File: src/rtl/load_store_unit.sv
// Load/store unit: turns byte-addressed load/store requests into word-addressed
// memory accesses, with lane extraction and sign/zero extension on loads and
// read-modify-write merging on sub-word stores.
module load_store_unit #(
    parameter int ADDR_WIDTH = 32,
    parameter int DATA_WIDTH = 32
) (
    input  logic                  clk,
    input  logic                  reset,
    input  logic                  req_valid,
    output logic                  req_ready,
    input  logic                  req_write,
    input  logic [1:0]            req_size,
    input  logic                  req_unsigned,
    input  logic [ADDR_WIDTH-1:0] req_addr,
    input  logic [DATA_WIDTH-1:0] req_wdata,
    output logic                  resp_valid,
    output logic [DATA_WIDTH-1:0] resp_rdata,
    output logic                  resp_misaligned,
    output logic [ADDR_WIDTH-1:0] mem_address,
    output logic                  mem_writeEnable,
    output logic [DATA_WIDTH-1:0] mem_dataIn,
    input  logic [DATA_WIDTH-1:0] mem_dataOut
);

    typedef enum logic [2:0] {
        IDLE  = 3'd0,
        LOAD  = 3'd1,
        MERGE = 3'd2,
        WRITE = 3'd3,
        RESP  = 3'd4
    } state_t;

    localparam logic [1:0] SZ_BYTE = 2'b00;
    localparam logic [1:0] SZ_HALF = 2'b01;
    localparam logic [1:0] SZ_WORD = 2'b10;

    state_t                  state_q, state_d;
    logic [ADDR_WIDTH-1:0]   addr_q, addr_d;
    logic [1:0]              size_q, size_d;
    logic                    write_q, write_d;
    logic                    unsigned_q, unsigned_d;
    logic [DATA_WIDTH-1:0]   wdata_q, wdata_d;
    logic [DATA_WIDTH-1:0]   merge_q, merge_d;
    logic [DATA_WIDTH-1:0]   rdata_q, rdata_d;
    logic                    misaligned_q, misaligned_d;

    logic                    req_misaligned;
    logic [7:0]              rd_byte [4];
    logic [DATA_WIDTH-1:0]   merge_word;
    logic [7:0]              load_byte;
    logic [15:0]             load_half;
    logic [DATA_WIDTH-1:0]   load_ext;

    // Alignment check on the incoming (not yet latched) request
    assign req_misaligned = (req_size == 2'b11)
                          || ((req_size == SZ_HALF) && req_addr[0])
                          || ((req_size == SZ_WORD) && (req_addr[1:0] != 2'b00));

    // Per-byte-lane view of the read word and the sub-word store merge
    generate
        for (genvar gi = 0; gi < 4; gi++) begin : g_lane
            localparam int HB = gi % 2;
            logic lane_sel;
            assign rd_byte[gi] = mem_dataOut[8*gi+7:8*gi];
            // Byte stores hit one lane; halfword stores hit the pair picked by addr[1]
            assign lane_sel = (size_q == SZ_BYTE) ? (addr_q[1:0] == 2'(gi))
                                                  : (addr_q[1] == ((gi / 2) == 1));
            assign merge_word[8*gi+7:8*gi] = !lane_sel           ? rd_byte[gi]
                                           : (size_q == SZ_BYTE) ? wdata_q[7:0]
                                           :                       wdata_q[8*HB+7:8*HB];
        end
    endgenerate

    // Lane selection and extension of load data
    always_comb begin
        load_byte = rd_byte[addr_q[1:0]];
        load_half = addr_q[1] ? mem_dataOut[31:16] : mem_dataOut[15:0];
        case (size_q)
            SZ_BYTE: load_ext = unsigned_q ? {{(DATA_WIDTH-8){1'b0}}, load_byte}
                                           : {{(DATA_WIDTH-8){load_byte[7]}}, load_byte};
            SZ_HALF: load_ext = unsigned_q ? {{(DATA_WIDTH-16){1'b0}}, load_half}
                                           : {{(DATA_WIDTH-16){load_half[15]}}, load_half};
            default: load_ext = mem_dataOut;
        endcase
    end

    // Next-state and latched-field logic
    always_comb begin
        state_d      = state_q;
        addr_d       = addr_q;
        size_d       = size_q;
        write_d      = write_q;
        unsigned_d   = unsigned_q;
        wdata_d      = wdata_q;
        merge_d      = merge_q;
        rdata_d      = rdata_q;
        misaligned_d = misaligned_q;
        case (state_q)
            IDLE: begin
                if (req_valid) begin
                    addr_d     = req_addr;
                    size_d     = req_size;
                    write_d    = req_write;
                    unsigned_d = req_unsigned;
                    wdata_d    = req_wdata;
                    if (req_misaligned) begin
                        rdata_d      = '0;
                        misaligned_d = 1'b1;
                        state_d      = RESP;
                    end else if (!req_write) begin
                        state_d = LOAD;
                    end else if (req_size == SZ_WORD) begin
                        state_d = WRITE;
                    end else begin
                        state_d = MERGE;
                    end
                end
            end
            LOAD: begin
                rdata_d      = load_ext;
                misaligned_d = 1'b0;
                state_d      = RESP;
            end
            MERGE: begin
                merge_d = merge_word;
                state_d = WRITE;
            end
            WRITE: begin
                rdata_d      = '0;
                misaligned_d = 1'b0;
                state_d      = RESP;
            end
            RESP:    state_d = IDLE;
            default: state_d = IDLE;
        endcase
    end

    // State and field registers; reset wins in every state
    always_ff @(posedge clk) begin
        if (reset) begin
            state_q      <= IDLE;
            addr_q       <= '0;
            size_q       <= '0;
            write_q      <= 1'b0;
            unsigned_q   <= 1'b0;
            wdata_q      <= '0;
            merge_q      <= '0;
            rdata_q      <= '0;
            misaligned_q <= 1'b0;
        end else begin
            state_q      <= state_d;
            addr_q       <= addr_d;
            size_q       <= size_d;
            write_q      <= write_d;
            unsigned_q   <= unsigned_d;
            wdata_q      <= wdata_d;
            merge_q      <= merge_d;
            rdata_q      <= rdata_d;
            misaligned_q <= misaligned_d;
        end
    end

    // Outputs; the write strobe and response pulse are masked by reset so an
    // aborted request neither writes memory nor reports completion
    assign req_ready       = (state_q == IDLE);
    assign resp_valid      = (state_q == RESP) && !reset;
    assign resp_rdata      = rdata_q;
    assign resp_misaligned = misaligned_q;
    assign mem_address     = {2'b00, addr_q[ADDR_WIDTH-1:2]};
    assign mem_writeEnable = (state_q == WRITE) && write_q && !reset;
    assign mem_dataIn      = (size_q == SZ_WORD) ? wdata_q : merge_q;

endmodule

File: config.mk
export PLATFORM = sky130hd
export DESIGN_NAME = load_store_unit
export DESIGN_NICKNAME = d
export VERILOG_FILES = /design/src/rtl/load_store_unit.sv
export SDC_FILE = /design/constraint.sdc
export NUM_CORES = 1
export LEC_CHECK = 0
export CORE_MARGIN = 4
export CORE_UTILIZATION = 35
export CTS_CLUSTER_SIZE = 8
export DETAILED_ROUTE_END_ITERATION = 16
export PLACE_DENSITY = 0.65
export SETUP_SLACK_MARGIN = 0.15
export SLEW_MARGIN = 20
export SYNTH_ARGS = -nofsm -noshare
export SYNTH_HDL_FRONTEND = slang
export SYNTH_SLANG_ARGS = --single-unit
File: constraint.sdc
create_clock -name clk -period 1.5 [get_ports clk]
set_input_delay 0.3 -clock clk [delete_from_list [all_inputs] [get_ports clk]]
set_output_delay 0.3 -clock clk [all_outputs]
set_load 0.1 [all_outputs]
==> metrics.md, run 1 <==
| Metric | Value |
|---|---|
| Outcome | `finished with violations` |
| Failing checks | `setup timing` |
| Distinct cells, synth | `45` |
| Fin crit share | `134%` |
| Initial antenna violation count | `0` |
| Worst Hold Launch | `reset` |
| Total core area | `18100 sq um` |
| Die ar. | `20800 sq um` |
| Clock root cell | `clkbuf_16` |
| Number of synthesized flops with an enable pin | `0` |
| Required time worst endpoint | `1.20 ns` |
| Ant. Diodes | `0` |
| Area Overhead vs Synth | `108%` |
| Io pins | `203` |
| NumNets Final | `1110` |
| Via count | `6708` |
| Post-synthesis compound-gate area fraction | `18.9%` |
| Stages on worst setup path | `4` |
| Clock-pin slew on the worst setup and hold paths | `0.07 ns` |
| CP most frequent cell | `buf_12` |
| Leading area contributor after synthesis | `dfxtp_1` |
| Initial core utilization | `35.9%` |
| CP Buf/Inv Count | `2` |
| Critical-path cell list | `nand2b_4 -> buf_12 -> mux2_4 -> buf_12` |
| Dpl cell area | `10300 sq um` |
| Port buffer count | `200` |
| Die Width | `144 microns` |
| Static Leak | `5.66 nW` |
| Synth Warn # | `0` |
| Crit-path max cell delay | `0.33 ns` |
| CP endpoint kind | `output pin` |
| Worst setup SP type | `register` |
| Yosys reg bits | `136` |
| Adder-cell share of the synthesized area | `0%` |
| Core Rows | `49` |
| H-tree levels | `4` |
| Most frequent cell after synthesis | `nand2_1` |
| Setup-failing EPs final | `166` |
| Sink Count | `136` |
| Mapped Area | `6510 sq um` |
| CP arrival | `1.71 ns` |
| Crit Path Class | `register to output pin` |
| Post-Route M1 WL | `11400 microns` |
| Number of buffers created by CTS | `17` |
| Global-route usage over all layers | `24.7%` |
| Total grt overflow | `0` |
| Post-synth top area share | `41.8%` |
| Fin area | `13600 sq um` |
| TritonRoute pass-1 iters | `5` |
| R2R depth | `10` |
| Power Density | `1040 nW/um^2` |
| Hold depth | `4` |
| Largest net degree at the start of global routing | `57` |
| Largest family of logic cells by synthesized area | `compound AO/OA/AOI/OAI gates` |
| Worst min-delay path class | `primary input to register` |
| Hpwl dp | `16200 microns` |
| Met3 WL | `1610 microns` |
| Worst setup margin | `-0.505 ns` |
| Slew Limit Headroom | `57.5%` |
| Slowest CP cell | `dfxtp_2` |
| Final hold vios | `0` |
| Async SR Flop Fraction | `0%` |
| RSZ-0062 raised after global routing | `yes` |
| Mux cell area share after synthesis | `14.9%` |
| Routed Antenna Nets | `0` |
| Placer Congestion | `0.885` |
| Vias in the first global route | `6840` |
| Max-slew violation count | `0` |
| Post-Synth XOR/XNOR Area | `0%` |
| Cts hold-fix bufs | `0` |
| CTS tree | `built` |
| Layout cells sized above 1 | `61.7%` |
| Top routing layer used | `met4` |
| Worst-Margin Slew | `0.638 ns` |
| Die H | `144 microns` |
| Setup WS pre-CTS | `-0.466 ns` |
| Critical Path Source | `size_q[0]$_SDFFE_PP0P_` |
| Seq/Total Area, Yosys | `41.8%` |
| Worst-path fanout max | `13` |
| Reg-to-Reg Start | `state_q[2]$_SDFFE_PP0P_` |
| Top cells by instance count after synthesis | `nand2_1, dfxtp_1, a21oi_1` |
| Clock latency on the worst-skew pair | `0.43 ns` |
| First-pass GRT wire length | `39100 microns` |
| Clk buf depth | `2` |
| DRT iter0 DRCs | `442` |
| Synth Area in Simple Gates | `15.7%` |
| Post-Synthesis Mean Instance Area | `8.89 sq um` |
| Skew final | `0.0128 ns` |
| Routed wire length | `28200 microns` |
| Wirelength per Cell | `22.6 microns` |
| Main synth FF type | `dfxtp_1` |
| Synthesized instance count | `732` |
| DR DRC count | `0` |
| Routed wl met2 | `14400 microns` |
| Final min period | `2.01 ns` |
| Worst Hold Slack | `0.295 ns` |
| Crit path max-delay family | `buffers and inverters` |
| Max cap viols | `0` |
| Fill count | `1034` |
| Maximum VDD drop | `0.000811 V` |
| Routed vias/inst | `5.37` |
| F_max | `499 MHz` |
| Synth top area cells | `dfxtp_1, nand2_1, mux2_2` |
## flip-flops by register name, indices dropped and copies added (netlist names), 2 cells and up
name / flops
merge_q: 32
resp_rdata: 32
state_q: 3
size_q: 2
addr_q: 32
wdata_q: 32
## layout make-up
class | count | area [sq um] | share of cell area (%)
repair buffers | 347 | 4980 | 36.8
inverters | 6 | 22.5 | 0.166
multi-input cells | 499 | 4810 | 35.5
clock buffers | 20 | 457 | 3.37
flip-flops and latches | 136 | 2780 | 20.5
clock inverters | 12 | 220 | 1.62
well taps | 229 | 287 | 2.11
## kinds of logic (layout without fill, tap and decap cells)
family,count (synthesis),after routing
simple gates,228,228
compound gates,179,179
flops,136,136
buf+inv,98,385
mux,90,90
other cells,1,2
## worst min-delay path: cells and delay by family
kind            cells  cell delay, ns
buf+inv             1            0.16
compound gates      2            0.16
simple gates        1            0.06
## path summary, 6_finish.rpt
| kind | to | slack (ns) |
|---|---|---|
| worst min-delay path | state_q[0]$_SDFFE_PP0P_ | 0.30 |
| worst min register to register | wdata_q[25]$_SDFFE_PP0P_ | 0.45 |
| worst max-delay path | mem_dataIn[3] | -0.51 |
| worst max register to register | wdata_q[21]$_SDFFE_PP0P_ | -0.22 |
## metal layers
| metal | up-vias | track usage [%] |
|---|---|---|
| li1 | 3067 | - |
| met1 | 3309 | 31.8 |
| met2 | 274 | 40.7 |
| met3 | 58 | 5.06 |
| met4 | 0 | 9.33 |
| met5 | - | 0 |
## per-stage QoR
step | power [mW] | cells | TNS, ns | util, %
CTS | 13.5 | 1239 | -24.15 | 69.2
detailed placement | 7.74 | 1160 | -23.54 | 57.0
floorplan | 6.29 | 733 | -42.13 | -
finish | 14.2 | 1249 | -31.07 | 74.7
global placement | 7.71 | 1160 | -21.57 | 57.0
global route | 14.5 | 1249 | -38.47 | 74.7
## placed cells by master (no fill, tap or decap), types with 6 or more instances in the layout
master           count
dfxtp_2             35
mux2i_1             20
buf_4               64
mux2_4              47
nand2_2             30
a211oi_2             6
a21oi_2             68
nand2_4             83
dfxtp_1             97
o21ai_1              6
bufinv_16            6
a211oi_1            10
clkdlybuf4s50_1    101
nor2b_2              6
clkbuf_16           19
buf_12             128
buf_6               29
o22ai_1             13
a32o_1               6
nor2_1              19
mux2i_4             14
buf_16              16
mux2i_2              8
a21oi_1             20
nand2_1             38
o2bb2ai_1           14
o2bb2ai_2           11
nand2b_1            31
## repair_timing
| item | in CTS | in global routing |
|---|---|---|
| resized for setup | 230 | 228 |
| setup endpoints to repair | 174 | 195 |
| gates cloned | 18 | 2 |
| pin swaps | 125 | 110 |
| setup buffers | 30 | 8 |
| endpoints found under the hold margin | 0 | 0 |
## where the power goes
| group | switching [mW] | internal [mW] |
|---|---|---|
| sequential | 0.285 | 3.83 |
| combinational | 2.72 | 2.40 |
| clock | 1.72 | 3.21 |
| total | 4.72 | 9.44 |
(Power assumes the default switching activity.)
==> run 2: changes to the inputs <==
CORE_UTILIZATION = 43   (was 35)
PLACE_DENSITY = 0.78   (was 0.65)
==> run 2 against run 1 <==
Net effect: worst hold slack worse by 0.12 ns; the run still ends with setup timing left; largest cell class unchanged; global-route usage is 7.8 points higher; register-to-register slack worse by 0.13 ns; sequential cell count stayed put; non-clock buffer count is 11 lower.
==> metrics.md, run 2 (synthesized netlist as in run 1, its figures left out) <==
| Metric | Value |
|---|---|
| Outcome | `finished with violations` |
| Failing checks | `setup timing` |
| Clock-pin slew on the worst setup and hold paths | `0.06 ns (about the same)` |
| Core Rows | `44 (-10%)` |
| Required time worst endpoint | `1.20 ns (about the same)` |
| CTS tree | `built` |
| Routed Antenna Nets | `0 (unchanged)` |
| CP endpoint kind | `output pin` |
| Io pins | `203 (unchanged)` |
| Static Leak | `5.38 nW (-4.9%)` |
| Commonest non-fill, non-tap cells in the layout | `buf_12, dfxtp_1, clkdlybuf4s50_1, nand2_1, buf_4` |
| CP most frequent cell | `buf_12` |
| Clock latency on the worst-skew pair | `0.43 ns (about the same)` |
| Crit-path max cell delay | `0.35 ns (+0.02 ns)` |
| Global-route usage over all layers | `32.5% (+7.8 points)` |
| Die H | `131 microns (-9.2%)` |
| Maximum VDD drop | `0.000954 V (+18%)` |
| Most common cell after layout, fill and taps aside | `buf_12` |
| Final hold vios | `0 (unchanged)` |
| RSZ-0062 raised after global routing | `yes` |
| NumNets Final | `1100 (-0.90%)` |
| Vias in the first global route | `7359 (+7.6%)` |
| H-tree levels | `4 (unchanged)` |
| Overall power | `13.6 mW (-3.7%)` |
| Slowest CP cell | `dfxtp_2` |
| Area Overhead vs Synth | `102%` |
| Crit Path Class | `register to output pin` |
| Critical Path Source | `size_q[0]$_SDFFE_PP0P_` |
| Total grt overflow | `0 (unchanged)` |
| Worst-path fanout max | `12 (-1)` |
| Setup WS pre-CTS | `-0.669 ns (-0.203 ns)` |
| Multi-input gate area | `4740 sq um (-1.4%)` |
| Wirelength per Cell | `30.0 microns (+33%)` |
| Die ar. | `17200 sq um (-18%)` |
| Skew final | `0.00860 ns (-0.00421 ns)` |
| Initial antenna violation count | `1 (+1)` |
| Clk buf depth | `2 (unchanged)` |
| Routed wire length | `35800 microns (+27%)` |
| Max-slew violation count | `0 (unchanged)` |
| Largest net degree at the start of global routing | `87 (+53%)` |
| Worst Hold Launch | `reset` |
| Worst-Margin Slew | `0.584 ns (-0.0541 ns)` |
| Fin area | `13100 sq um (-3.1%)` |
| TritonRoute pass-1 iters | `6 (+1)` |
| Port buffer count | `200 (unchanged)` |
| Reg-to-Reg Start | `state_q[1]$_SDFFE_PP0P_` |
| Fin crit share | `133% (-0.22 points)` |
| Clock root cell | `clkbuf_16` |
| Sink Count | `136 (unchanged)` |
| Total core area | `14700 sq um (-19%)` |
| Slew Limit Headroom | `61.1% (+3.6 points)` |
| Cts hold-fix bufs | `0 (unchanged)` |
| Die Width | `131 microns (-9.2%)` |
| Placer Congestion | `0.861 (-2.7%)` |
| Final min period | `2.00 ns (-0.00334 ns)` |
| DRT iter0 DRCs | `848 (+92%)` |
| DR DRC count | `0 (unchanged)` |
| Power Density | `1040 nW/um^2 (-0.60%)` |
| Number of buffers created by CTS | `17 (unchanged)` |
| Critical-path cell list | `nand2b_4 -> buf_12 -> mux2_4 -> buf_12` |
| Sequential cell area | `2760 sq um (-0.85%)` |
| First-pass GRT wire length | `42100 microns (+7.7%)` |
| Max cap viols | `0 (unchanged)` |
| F_max | `500 MHz (+0.17%)` |
| CP arrival | `1.70 ns (about the same)` |
| Via count | `7722 (+15%)` |
| Worst setup SP type | `register` |
| Layout cells sized above 1 | `56.4% (-5.2 points)` |
| Routed vias/inst | `6.46 (+20%)` |
| Dpl cell area | `10200 sq um (-1.1%)` |
| Fill count | `464 (-55%)` |
| Initial core utilization | `44.3% (+8.4 points)` |
| Hpwl dp | `15800 microns (-2.6%)` |
| Worst setup margin | `-0.502 ns (+0.00334 ns)` |
| Worst min-delay path class | `primary input to register` |
| Setup-failing EPs final | `168 (+1.2%)` |
==> run 2: cell types whose count changed in the layout (fill, tap and decap cells not counted), moves of 13 or more <==
cell     change
nand2_1     +42
nand2_2     -20
nand2_4     -22
dfxtp_1     +13
==> run 2: worst paths after layout <==
check | to | slack, ns | cells past startpoint
worst min-delay path | write_q$_SDFFE_PP0P_ | 0.17 | 2
worst min register to register | wdata_q[24]$_SDFFE_PP0P_ | 0.47 | 2
worst max register to register | wdata_q[12]$_SDFFE_PP0P_ | -0.35 | 10
worst max-delay path | mem_dataIn[16] | -0.50 | 4
==> run 2: routing by layer <==
layer,track usage (%),share of wire [%],routed length [microns],vias up
met4,18.5,7.5,2680,0
met5,0,0,0,-
met3,9.27,10,3740,262
met2,53.7,48,17100,686
met1,37.6,34,12300,3728
li1,-,-,-,3046
==> run 2: where the power goes <==
part	internal (mW)	switching (mW)	leakage, nW
logic	2.20	2.89	3.96
registers	3.83	0.268	1.12
clock network	2.78	1.68	0.300
total	8.81	4.83	5.38
==> run 2: critical path, delay by kind of cell, from the launching register on <==
family                 cells  cell delay, ns
buffers and inverters      2            0.35
DFF                        1            0.35
muxes                      1            0.34
and+or+nand+nor            1            0.22
==> run 2: through the flow <==
stage | utilization [%] | std cells | TNS [ns] | hold slack (ns)
after floorplan | - | 733 | -42.13 | 0.428
after global placement | 69.6 | 1107 | -23.91 | 0.441
after detailed placement | 69.6 | 1107 | -26.89 | 0.446
after CTS | 82.8 | 1181 | -21.71 | 0.182
after global routing | 89.4 | 1195 | -47.65 | 0.190
final | 89.4 | 1195 | -46.07 | 0.174
==> run 2: area by class of cell <==
| cell class | count | share of cell area, % |
|---|---|---|
| tap | 184 | 1.75 |
| timing repair buffer | 336 | 36.4 |
| multi-input combinational | 500 | 36.1 |
| sequential | 136 | 21.0 |
| clock buffer | 24 | 3.74 |
| antenna | 1 | 0.0190 |
| clock inverter | 8 | 0.895 |
| inverter | 6 | 0.171 |
==> run 2: what timing repair did <==
action                     CTS  global route
gates resized for setup    192           184
pin swaps                  109           107
hold endpoints to repair     0             0
setup endpoints to repair  167           189
gates cloned                17             5
buffers inserted            25             8
